--- src/rtl/ex_div_unit_if.sv ---
// Handshake and data bundle between the EX stage and the iterative divider.
// The divider side uses the slave modport; the stage/testbench side uses master.
interface ex_div_unit_if #(
    parameter int WIDTH = 32
);
    logic             start_i;
    logic             signed_i;
    logic [WIDTH-1:0] dividend_i;
    logic [WIDTH-1:0] divisor_i;
    logic             flush_i;
    logic             ok_o;
    logic             busy_o;
    logic [WIDTH-1:0] quotient_o;
    logic [WIDTH-1:0] remainder_o;

    modport master (
        output start_i, signed_i, dividend_i, divisor_i, flush_i,
        input  ok_o, busy_o, quotient_o, remainder_o
    );

    modport slave (
        input  start_i, signed_i, dividend_i, divisor_i, flush_i,
        output ok_o, busy_o, quotient_o, remainder_o
    );
endinterface

--- src/rtl/ex_div_unit.sv ---
// Radix-2 restoring divider for DIV/DIVU: one quotient bit per cycle on operand
// magnitudes, sign-corrected into registered HI/LO results; ok_o drives EX stall.
module ex_div_unit #(
    parameter int WIDTH = 32
) (
    input  logic         clk_i,
    input  logic         rst_n_i,
    ex_div_unit_if.slave bus
);
    localparam int CW = $clog2(WIDTH) + 1;

    typedef enum logic [1:0] {S_IDLE, S_DIV, S_DONE} state_t;

    state_t           r_state, w_next;
    logic [CW-1:0]    r_cnt;
    logic [WIDTH-1:0] r_rem, r_quo, r_dvs;
    logic [WIDTH-1:0] r_quotient, r_remainder;
    logic             r_neg_q, r_neg_r;

    logic             w_start, w_div0, w_a_neg, w_b_neg, w_ge, w_last;
    logic [WIDTH-1:0] w_a_abs, w_b_abs, w_sub, w_rem_nx, w_quo_nx;
    logic [WIDTH:0]   w_rem_sh;

    assign w_start  = bus.start_i & ~bus.flush_i;
    assign w_div0   = (bus.divisor_i == '0);
    assign w_a_neg  = bus.signed_i & bus.dividend_i[WIDTH-1];
    assign w_b_neg  = bus.signed_i & bus.divisor_i[WIDTH-1];
    assign w_a_abs  = w_a_neg ? ('0 - bus.dividend_i) : bus.dividend_i;
    assign w_b_abs  = w_b_neg ? ('0 - bus.divisor_i)  : bus.divisor_i;

    // Partial remainder needs one extra bit after the shift; the difference
    // always fits in WIDTH bits whenever it is kept.
    assign w_rem_sh = {r_rem, r_quo[WIDTH-1]};
    assign w_ge     = (w_rem_sh >= {1'b0, r_dvs});
    assign w_sub    = w_rem_sh[WIDTH-1:0] - r_dvs;
    assign w_rem_nx = w_ge ? w_sub : w_rem_sh[WIDTH-1:0];
    assign w_quo_nx = {r_quo[WIDTH-2:0], w_ge};
    assign w_last   = (r_cnt == CW'(WIDTH - 1));

    always_ff @(posedge clk_i or negedge rst_n_i) begin
        if (!rst_n_i) r_state <= S_IDLE;
        else          r_state <= w_next;
    end

    always_comb begin
        w_next = r_state;
        case (r_state)
            S_IDLE:  if (w_start) w_next = w_div0 ? S_DONE : S_DIV;
            S_DIV:   if (w_last)  w_next = S_DONE;
            S_DONE:  w_next = S_IDLE;
            default: w_next = S_IDLE;
        endcase
        if (bus.flush_i) w_next = S_IDLE;
    end

    always_ff @(posedge clk_i or negedge rst_n_i) begin
        if (!rst_n_i) begin
            r_cnt       <= '0;
            r_rem       <= '0;
            r_quo       <= '0;
            r_dvs       <= '0;
            r_neg_q     <= 1'b0;
            r_neg_r     <= 1'b0;
            r_quotient  <= '0;
            r_remainder <= '0;
        end else if (bus.flush_i) begin
            r_cnt <= '0;
        end else begin
            case (r_state)
                S_IDLE: if (w_start) begin
                    r_rem   <= '0;
                    r_quo   <= w_a_abs;
                    r_dvs   <= w_b_abs;
                    r_neg_q <= w_a_neg ^ w_b_neg;
                    r_neg_r <= w_a_neg;
                    r_cnt   <= '0;
                    // Divide by zero bypasses iteration with fixed MIPS-style results.
                    if (w_div0) begin
                        r_quotient  <= '1;
                        r_remainder <= bus.dividend_i;
                    end
                end
                S_DIV: begin
                    r_rem <= w_rem_nx;
                    r_quo <= w_quo_nx;
                    r_cnt <= r_cnt + 1'b1;
                    if (w_last) begin
                        r_quotient  <= r_neg_q ? ('0 - w_quo_nx) : w_quo_nx;
                        r_remainder <= r_neg_r ? ('0 - w_rem_nx) : w_rem_nx;
                    end
                end
                default: ;
            endcase
        end
    end

    assign bus.ok_o        = (r_state == S_DONE) | ((r_state == S_IDLE) & ~bus.start_i) | bus.flush_i;
    assign bus.busy_o      = (r_state == S_DIV);
    assign bus.quotient_o  = r_quotient;
    assign bus.remainder_o = r_remainder;
endmodule

--- src/flat_wrapper.sv ---
// flat-port wrapper written by rule: the top's interface ports become plain ports
module ex_div_unit_flat 
#(
    parameter int WIDTH = 32
)
  (clk_i, rst_n_i, bus_start_i, bus_signed_i, bus_dividend_i, bus_divisor_i, bus_flush_i, bus_ok_o, bus_busy_o, bus_quotient_o, bus_remainder_o);
  ex_div_unit_if #(.WIDTH(WIDTH)) bus_i ();
  input  logic clk_i;
  input  logic rst_n_i;
  input wire logic [$bits(bus_i.start_i)-1:0] bus_start_i;
  input wire logic [$bits(bus_i.signed_i)-1:0] bus_signed_i;
  input wire logic [$bits(bus_i.dividend_i)-1:0] bus_dividend_i;
  input wire logic [$bits(bus_i.divisor_i)-1:0] bus_divisor_i;
  input wire logic [$bits(bus_i.flush_i)-1:0] bus_flush_i;
  output wire logic [$bits(bus_i.ok_o)-1:0] bus_ok_o;
  output wire logic [$bits(bus_i.busy_o)-1:0] bus_busy_o;
  output wire logic [$bits(bus_i.quotient_o)-1:0] bus_quotient_o;
  output wire logic [$bits(bus_i.remainder_o)-1:0] bus_remainder_o;
  assign bus_i.start_i = bus_start_i;
  assign bus_i.signed_i = bus_signed_i;
  assign bus_i.dividend_i = bus_dividend_i;
  assign bus_i.divisor_i = bus_divisor_i;
  assign bus_i.flush_i = bus_flush_i;
  assign bus_ok_o = bus_i.ok_o;
  assign bus_busy_o = bus_i.busy_o;
  assign bus_quotient_o = bus_i.quotient_o;
  assign bus_remainder_o = bus_i.remainder_o;
  ex_div_unit #(.WIDTH(WIDTH)) u_core (.clk_i(clk_i), .rst_n_i(rst_n_i), .bus(bus_i));
endmodule
--- config.mk ---
export PLATFORM = sky130hd
export DESIGN_NAME = ex_div_unit_flat
export DESIGN_NICKNAME = d
export VERILOG_FILES = /design/src/rtl/ex_div_unit_if.sv /design/src/rtl/ex_div_unit.sv /design/src/flat_wrapper.sv
export SDC_FILE = /design/constraint.sdc
export NUM_CORES = 1
export LEC_CHECK = 0
export BUFFER_PORTS_ARGS = -buffer_cell sky130_fd_sc_hd__buf_4
export CAP_MARGIN = 30
export CORE_ASPECT_RATIO = 1.75
export CORE_MARGIN = 2
export CORE_UTILIZATION = 35
export CTS_BUF_LIST = sky130_fd_sc_hd__clkbuf_2
export CTS_CLUSTER_SIZE = 24
export DETAILED_ROUTE_END_ITERATION = 6
export GPL_TIMING_DRIVEN = 0
export PLACE_DENSITY = 0.51
export RECOVER_POWER = 100
export SYNTH_ARGS = -nofsm -noshare
export SYNTH_HDL_FRONTEND = slang
export SYNTH_SLANG_ARGS = --single-unit
--- constraint.sdc ---
create_clock -name clk_i -period 12.8 [get_ports clk_i]
set_clock_uncertainty 0.2 [all_clocks]
set_input_delay 0.64 -clock clk_i [delete_from_list [all_inputs] [get_ports clk_i]]
set_output_delay 0.64 -clock clk_i [all_outputs]
set_load 0.01 [all_outputs]
Yosys cells after proc, flatten, opt, wreduce, memory -nomap -nowiden
Cells that the tools add are included.
{ "word_totals": {"regBits": 170, "in_bits": 69, "output_inout_bits": 66, "wordCells": 67} }
{ "op_classes": {"add_sub_neg": 6, "order_cmp": 1, "eq_ne": 8, "mux": 25, "bitwise_logic": 9, "n_reduce_logical": 9} }
{ "op_table": {"columns": ["cell", "count"], "rows": [
  ["$mux W32", 13],
  ["$pmux W32 S2", 4],
  ["$sub A1 B32 Y32 const A", 4],
  ["$ge A33 B32 Y1", 1],
  ["$logic_not A32 Y1", 1],
  ["$sub A32 B32 Y32", 1],
  ["$mux W6", 2],
  ["$pmux W6 S2", 1],
  ["$mux W2", 4],
  ["$add A6 B1 Y6 const B", 1],
  ["$eq A6 B5 Y1 const B", 1],
  ["$ne A2 B1 Y1 const B", 3],
  ["$ne A3 B2 Y1 const B", 2],
  ["$reduce_and A3 Y1", 2],
  ["$reduce_and A5 Y1", 1],
  ["$and A1 B1 Y1", 4],
  ["$pmux W2 S2", 1],
  ["$reduce_and A2 Y1", 2],
  ["$reduce_bool A3 Y1", 1],
  ["$eq A2 B1 Y1 const B", 1],
  ["$eq A2 B2 Y1 const B", 1],
  ["$logic_not A2 Y1", 1],
  ["$not A1 Y1", 2],
  ["$or A1 B1 Y1", 2],
  ["2 further kinds", 2]
]} }

Depth between registers and ports, before layout
{ "depth": {"ltp_word": 6, "depth_mapped": 24, "depth_no_buf": 20} }

Least setup slack after synthesis
Ideal clock, no wire load.
{ "synth_path": {"path_kind": "register to register", "startpoint": "reg u_core.r_rem[3]", "endpoint": "reg u_core.r_remainder[24] (netlist: u_core.bus.remainder_o[24])", "setup_ns": 0.087, "t_arrival_ns": 4.691, "t_required_ns": 12.513, "setup_slack_ns": 7.822, "path_stages_with_launch": 21, "path_buffers": 4, "period_less_slack_ns": 4.978, "path_cell_list": "dfrtp_1 ha_1 buf_6 a21o_1 a31oi_2 a2111oi_4 o311a_4 or2_1 buf_2 buf_2 buf_1 o21ai_0 ha_1 inv_1 or2_2 a211oi_1 a41oi_1 nor3_1 a31oi_1 xor2_1 o211ai_1"} }
{ "synth_via": {"elab_chain_cells": 6, "word_cells_on_any_way": 7, "cone_classes": "add/sub: 2; order compare: 1; mux: 4"} }
{ "synth_rtl": {"columns": ["item", "line_no", "text"], "rows": [
  ["start: declaration", "ex_div_unit.sv:16", "logic [WIDTH-1:0] r_rem, r_quo, r_dvs;"],
  ["start signal: assignment", "ex_div_unit.sv:84", "r_rem <= w_rem_nx;"],
  ["$sub A32 B32 Y32 / $ge A33 B32 Y1 (equally long branches)", "ex_div_unit.sv:35, ex_div_unit.sv:34", null],
  ["$mux W32 *", "ex_div_unit.sv:36", "assign w_rem_nx = w_ge ? w_sub : w_rem_sh[WIDTH-1:0];"],
  ["$sub A1 B32 Y32", "ex_div_unit.sv:89", "r_remainder <= r_neg_r ? ('0 - w_rem_nx) : w_rem_nx;"],
  ["$mux W32 *", "ex_div_unit.sv:89", null],
  ["$mux W32 *", "ex_div_unit.sv:87", "if (w_last) begin"],
  ["$pmux W32 S2 *", "ex_div_unit.sv:69", "case (r_state)"],
  ["end signal: assignment", "ex_div_unit.sv:80", "r_remainder <= bus.dividend_i;"],
  ["end signal: assignment", "ex_div_unit.sv:89", null],
  ["end: declaration", "ex_div_unit.sv:17", "logic [WIDTH-1:0] r_quotient, r_remainder;"]
]} }
Mark *: on every way between the ends. The rest lies on a longest branch, timed or not. The select of a mux whose other input is x is not followed.
A chain may end at the register's enable or synchronous reset.

Worst setup path in the final report
{ "layout_path": {"startpoint": "reg u_core.r_rem[6]", "endpoint": "reg u_core.r_remainder[20] (netlist: u_core.bus.remainder_o[20])"} }
The elaborated chain is that of the path after synthesis.

==> flow_metrics.tcl <==
set metrics [dict create \
    status "finished, violations left" \
    violations "max-capacitance violations, max-slew violations" \
    core_um2 34300 \
    layout_common_cells "203 x nand2_1, 176 x o21ai_0, 170 x dfrtp_1" \
    r2r-end "u_core.bus.remainder_o[20]$_DFFE_PN0P_" \
    antenna_found_initial 1 \
    timing.fmax_ghz 0.120 \
    final_nets 1854 \
    clkPwrFrac_pct 8.4 \
    dr.pass1.iters 5 \
    wire_per_inst_um 20.7 \
    antenna_left 0 \
    ir_worst_vdd_uv 94.2 \
    cts.repair.resized 0 \
    critPathCapture "u_core.bus.remainder_o[20]$_DFFE_PN0P_" \
    worstMarginPinSlew_ns 5.35 \
    worst_r2r_path_depth 21 \
    drive_above_1_share_pct 7.27 \
    synth_enable_flop_cells 0 \
    cp.arrival_ns 8.88 \
    start_kind "flip-flop" \
    vias 12000 \
    die_area_um2 36200 \
    ys_types 79 \
    wl_um 46100 \
    max_slew_margin_pct -257 \
    fin_setup_tns_ns 0 \
    synth.avg_cell_area_um2 8.05 \
    synthArstFlopShare_pct 100 \
    yosysTopAreaCell "dfrtp_1" \
    cp_data_required_time_ns 13.37 \
    layout_commonest_cell "nand2_1" \
    areaGrowthSynthToFinish_pct 19.5 \
    die_x_um 145 \
    rrSetupSlack_ns 4.49 \
    cts_buffers 17 \
    cts_root_buf "clkbuf_2" \
    cp-startpoint "u_core.r_rem[6]$_DFFE_PN0P_" \
    p_comb_share_pct 66.1 \
    start_util_pct 35.3 \
    via_per_inst 5.42 \
    h-tree-depth 4 \
    seq_area_frac_synth_pct 35.1 \
    gp_congestion 0.900 \
    rsz0062_at_grt "false" \
    grt_pass1_wl_um 69300 \
    synthesis.nets 1614 \
    hp-class "reg -> reg" \
    pre_cts_ws_ns 5.66 \
    ys_ff_latch 170 \
    cp_max_fo 10 \
    drt_iter0_drc 508 \
    n_fill_cell 3633 \
    synth.area.top_cells "dfrtp_1 35%, o21ai_0 6.9%, nand2_1 6.3%, xor2_1 4.8%, a21oi_1 4.7%" \
    rows 90 \
    yosysWarningCount 0 \
    synth_area_um2 12100 \
    r2r-start "u_core.r_rem[6]$_DFFE_PN0P_" \
    finalCritPeriodShare_pct 64.9 \
    fin_crit_ns 8.31 \
    chipHeight_um 250 \
    cp-end-kind "flip-flop" \
    hpwl_um 37100 \
    setup_ws_ns 4.49 \
    clk_pin_slew_ns 0.27 \
    grt_pass1_vias 12200 \
    maxCapViolations 2 \
    final_cells 2221 \
    setup_viol 0 \
    synth_top_area_share_pct 35.1 \
    clockBufferDepth 2 \
    hold_viol 0 \
    power.internal_uw 1680 \
    dpl.cell_count 2105 \
    power_frac_seq_pct 25.5 \
    grt_usage_pct 25.6 \
    clk_latency_ns 0.92 \
    cts_tree "done" \
    swShare_pct 53.5 \
    netSwitchingPower_uw 1930 \
    synth-main-ff-cell "dfrtp_1" \
    io_buffers 134 \
    ios 135 \
    overflow 0 \
    grt_max_degree 99 \
    slew_violations 173 \
    hold_ws_ns 0.308 \
    p_leak_uw 0.00603 \
    drc_errors 0 \
    netlist_instances 1507 \
    worstSetupPathType "reg -> reg" \
    cts.sinks 170 \
    pwr_density_cell_nw_per_um2 249 \
]
-- power groups by stage --
stage,Combinational (uW),Clock [uW],Sequential (uW)
3_3_place_gp,2410,0,932
2_1_floorplan,1630,0,912
4_1_cts,2470,312,922
5_1_grt,2610,330,946
6_report,2390,304,920
3_5_place_dp,2440,0,934
-- layer usage --
metal | track usage (%) | vias to the layer above | part of all wire (%)
li1 | - | 5888 | -
met1 | 24.9 | 5661 | 35
met2 | 48.6 | 355 | 55
met3 | 3.50 | 132 | 3.3
met4 | 17.3 | 0 | 7.2
met5 | 0 | - | 0
-- state kept, by name, summed over array words and instances, names as in the netlist --
| name | flops |
|---|---|
| u_core.r_dvs | 32 |
| u_core.r_neg_r | 1 |
| u_core.r_neg_q | 1 |
| u_core.r_quo | 32 |
| u_core.r_cnt | 6 |
| u_core.r_rem | 32 |
| u_core.bus.quotient_o | 32 |
| u_core.r_state | 2 |
| u_core.bus.remainder_o | 32 |
-- synthesized netlist by cell type (7+ instances only) --
cell / count
a211oi_1: 10
a21o_1: 20
a21oi_1: 114
a22o_1: 7
a31oi_1: 45
and2_1: 9
and3_1: 16
buf_2: 18
clkbuf_1: 66
dfrtp_1: 170
ha_1: 37
inv_1: 57
mux2i_1: 24
nand2_1: 203
nand2b_1: 8
nand3_1: 18
nand4_1: 13
nor2_1: 127
nor3_1: 29
nor4_1: 15
o211ai_1: 9
o21ai_0: 168
o21ai_1: 13
o21bai_1: 8
o22a_1: 13
o31ai_1: 24
o41ai_1: 11
or3_1: 20
or4_1: 14
xnor2_1: 65
xor2_1: 66
-- timing repair --
| item | CTS | global route |
|---|---|---|
| buffers inserted | 0 | 0 |
| hold endpoints to repair | 194 | 0 |
| hold buffers | 83 | 0 |
-- metrics by stage --
step / total power, uW / util [%] / area [um2]
2_1_floorplan: 2540 / - / 12100
3_3_place_gp: 3350 / 39.9 / 13700
3_5_place_dp: 3370 / 40.1 / 13800
4_1_cts: 3700 / 43.2 / 14800
5_1_grt: 3890 / 42.2 / 14500
6_report: 3610 / 42.2 / 14500
-- cells by family after synthesis --
| kind of cell | count (synthesis) | share of synthesized area (%) |
|---|---|---|
| multiplexers | 24 | 1.98 |
| XOR/XNOR | 131 | 9.46 |
| AO/OA/AOI/OAI | 494 | 25.3 |
| buffers and inverters | 146 | 4.86 |
| flip-flops | 170 | 35.1 |
| AND/OR/NAND/NOR | 504 | 19.3 |
| adder cells (fa/ha/maj) | 38 | 3.98 |
-- final cells by class --
cell class | count | area (um2) | share of cell area (%)
Timing Repair Buffer | 221 | 1590 | 11.0
Clock buffer | 19 | 95.1 | 0.656
Buffer | 88 | 364 | 2.51
Tap cell | 460 | 576 | 3.97
Sequential cell | 170 | 4250 | 29.4
Antenna cell | 1 | 2.50 | 0.0173
Inverter | 58 | 218 | 1.50
Multi-Input combinational cell | 1191 | 7260 | 50.1
Clock inverter | 13 | 129 | 0.889
-- worst max-delay path: stages, from the launching register on --
cell and delay, ns:
dfrtp_1 0.54, ha_1 0.34, clkbuf_1 0.32, nand3_1 0.24, nor4_1 0.40, a22oi_1 0.10
o21ai_0 0.87, or2_0 0.26, clkbuf_1 0.68, clkbuf_1 0.62, clkbuf_1 0.62, nand2_1 0.13
o21ai_0 0.36, ha_1 0.40, inv_1 0.09, or2_2 0.34, a211oi_1 0.26, a41oi_1 0.27
nor3_1 0.51, a21oi_1 0.14, xor2_1 0.34, o211ai_1 0.13
-- worst min-delay path by stage --
| stage | cells after the start | endpoint | slack [ns] | start |
|---|---|---|---|---|
| 3_3_place_gp | 2 | u_core.r_dvs[10]$_DFFE_PN0P_ | 0.26 | u_core.r_dvs[10]$_DFFE_PN0P_ |
| 5_1_grt | 4 | u_core.r_dvs[25]$_DFFE_PN0P_ | 0.34 | bus_divisor_i[25] |
| 4_1_cts | 2 | u_core.r_rem[5]$_DFFE_PN0P_ | 0.11 | rst_n_i |
| 6_report | 2 | u_core.r_dvs[23]$_DFFE_PN0P_ | 0.31 | u_core.r_dvs[23]$_DFFE_PN0P_ |
| 2_1_floorplan | 0 | u_core.bus.quotient_o[0]$_DFFE_PN0P_ | 0.14 | rst_n_i |
| 3_5_place_dp | 2 | u_core.r_dvs[6]$_DFFE_PN0P_ | 0.27 | u_core.r_dvs[6]$_DFFE_PN0P_ |
Note: power is estimated with default switching activity, not from simulation.
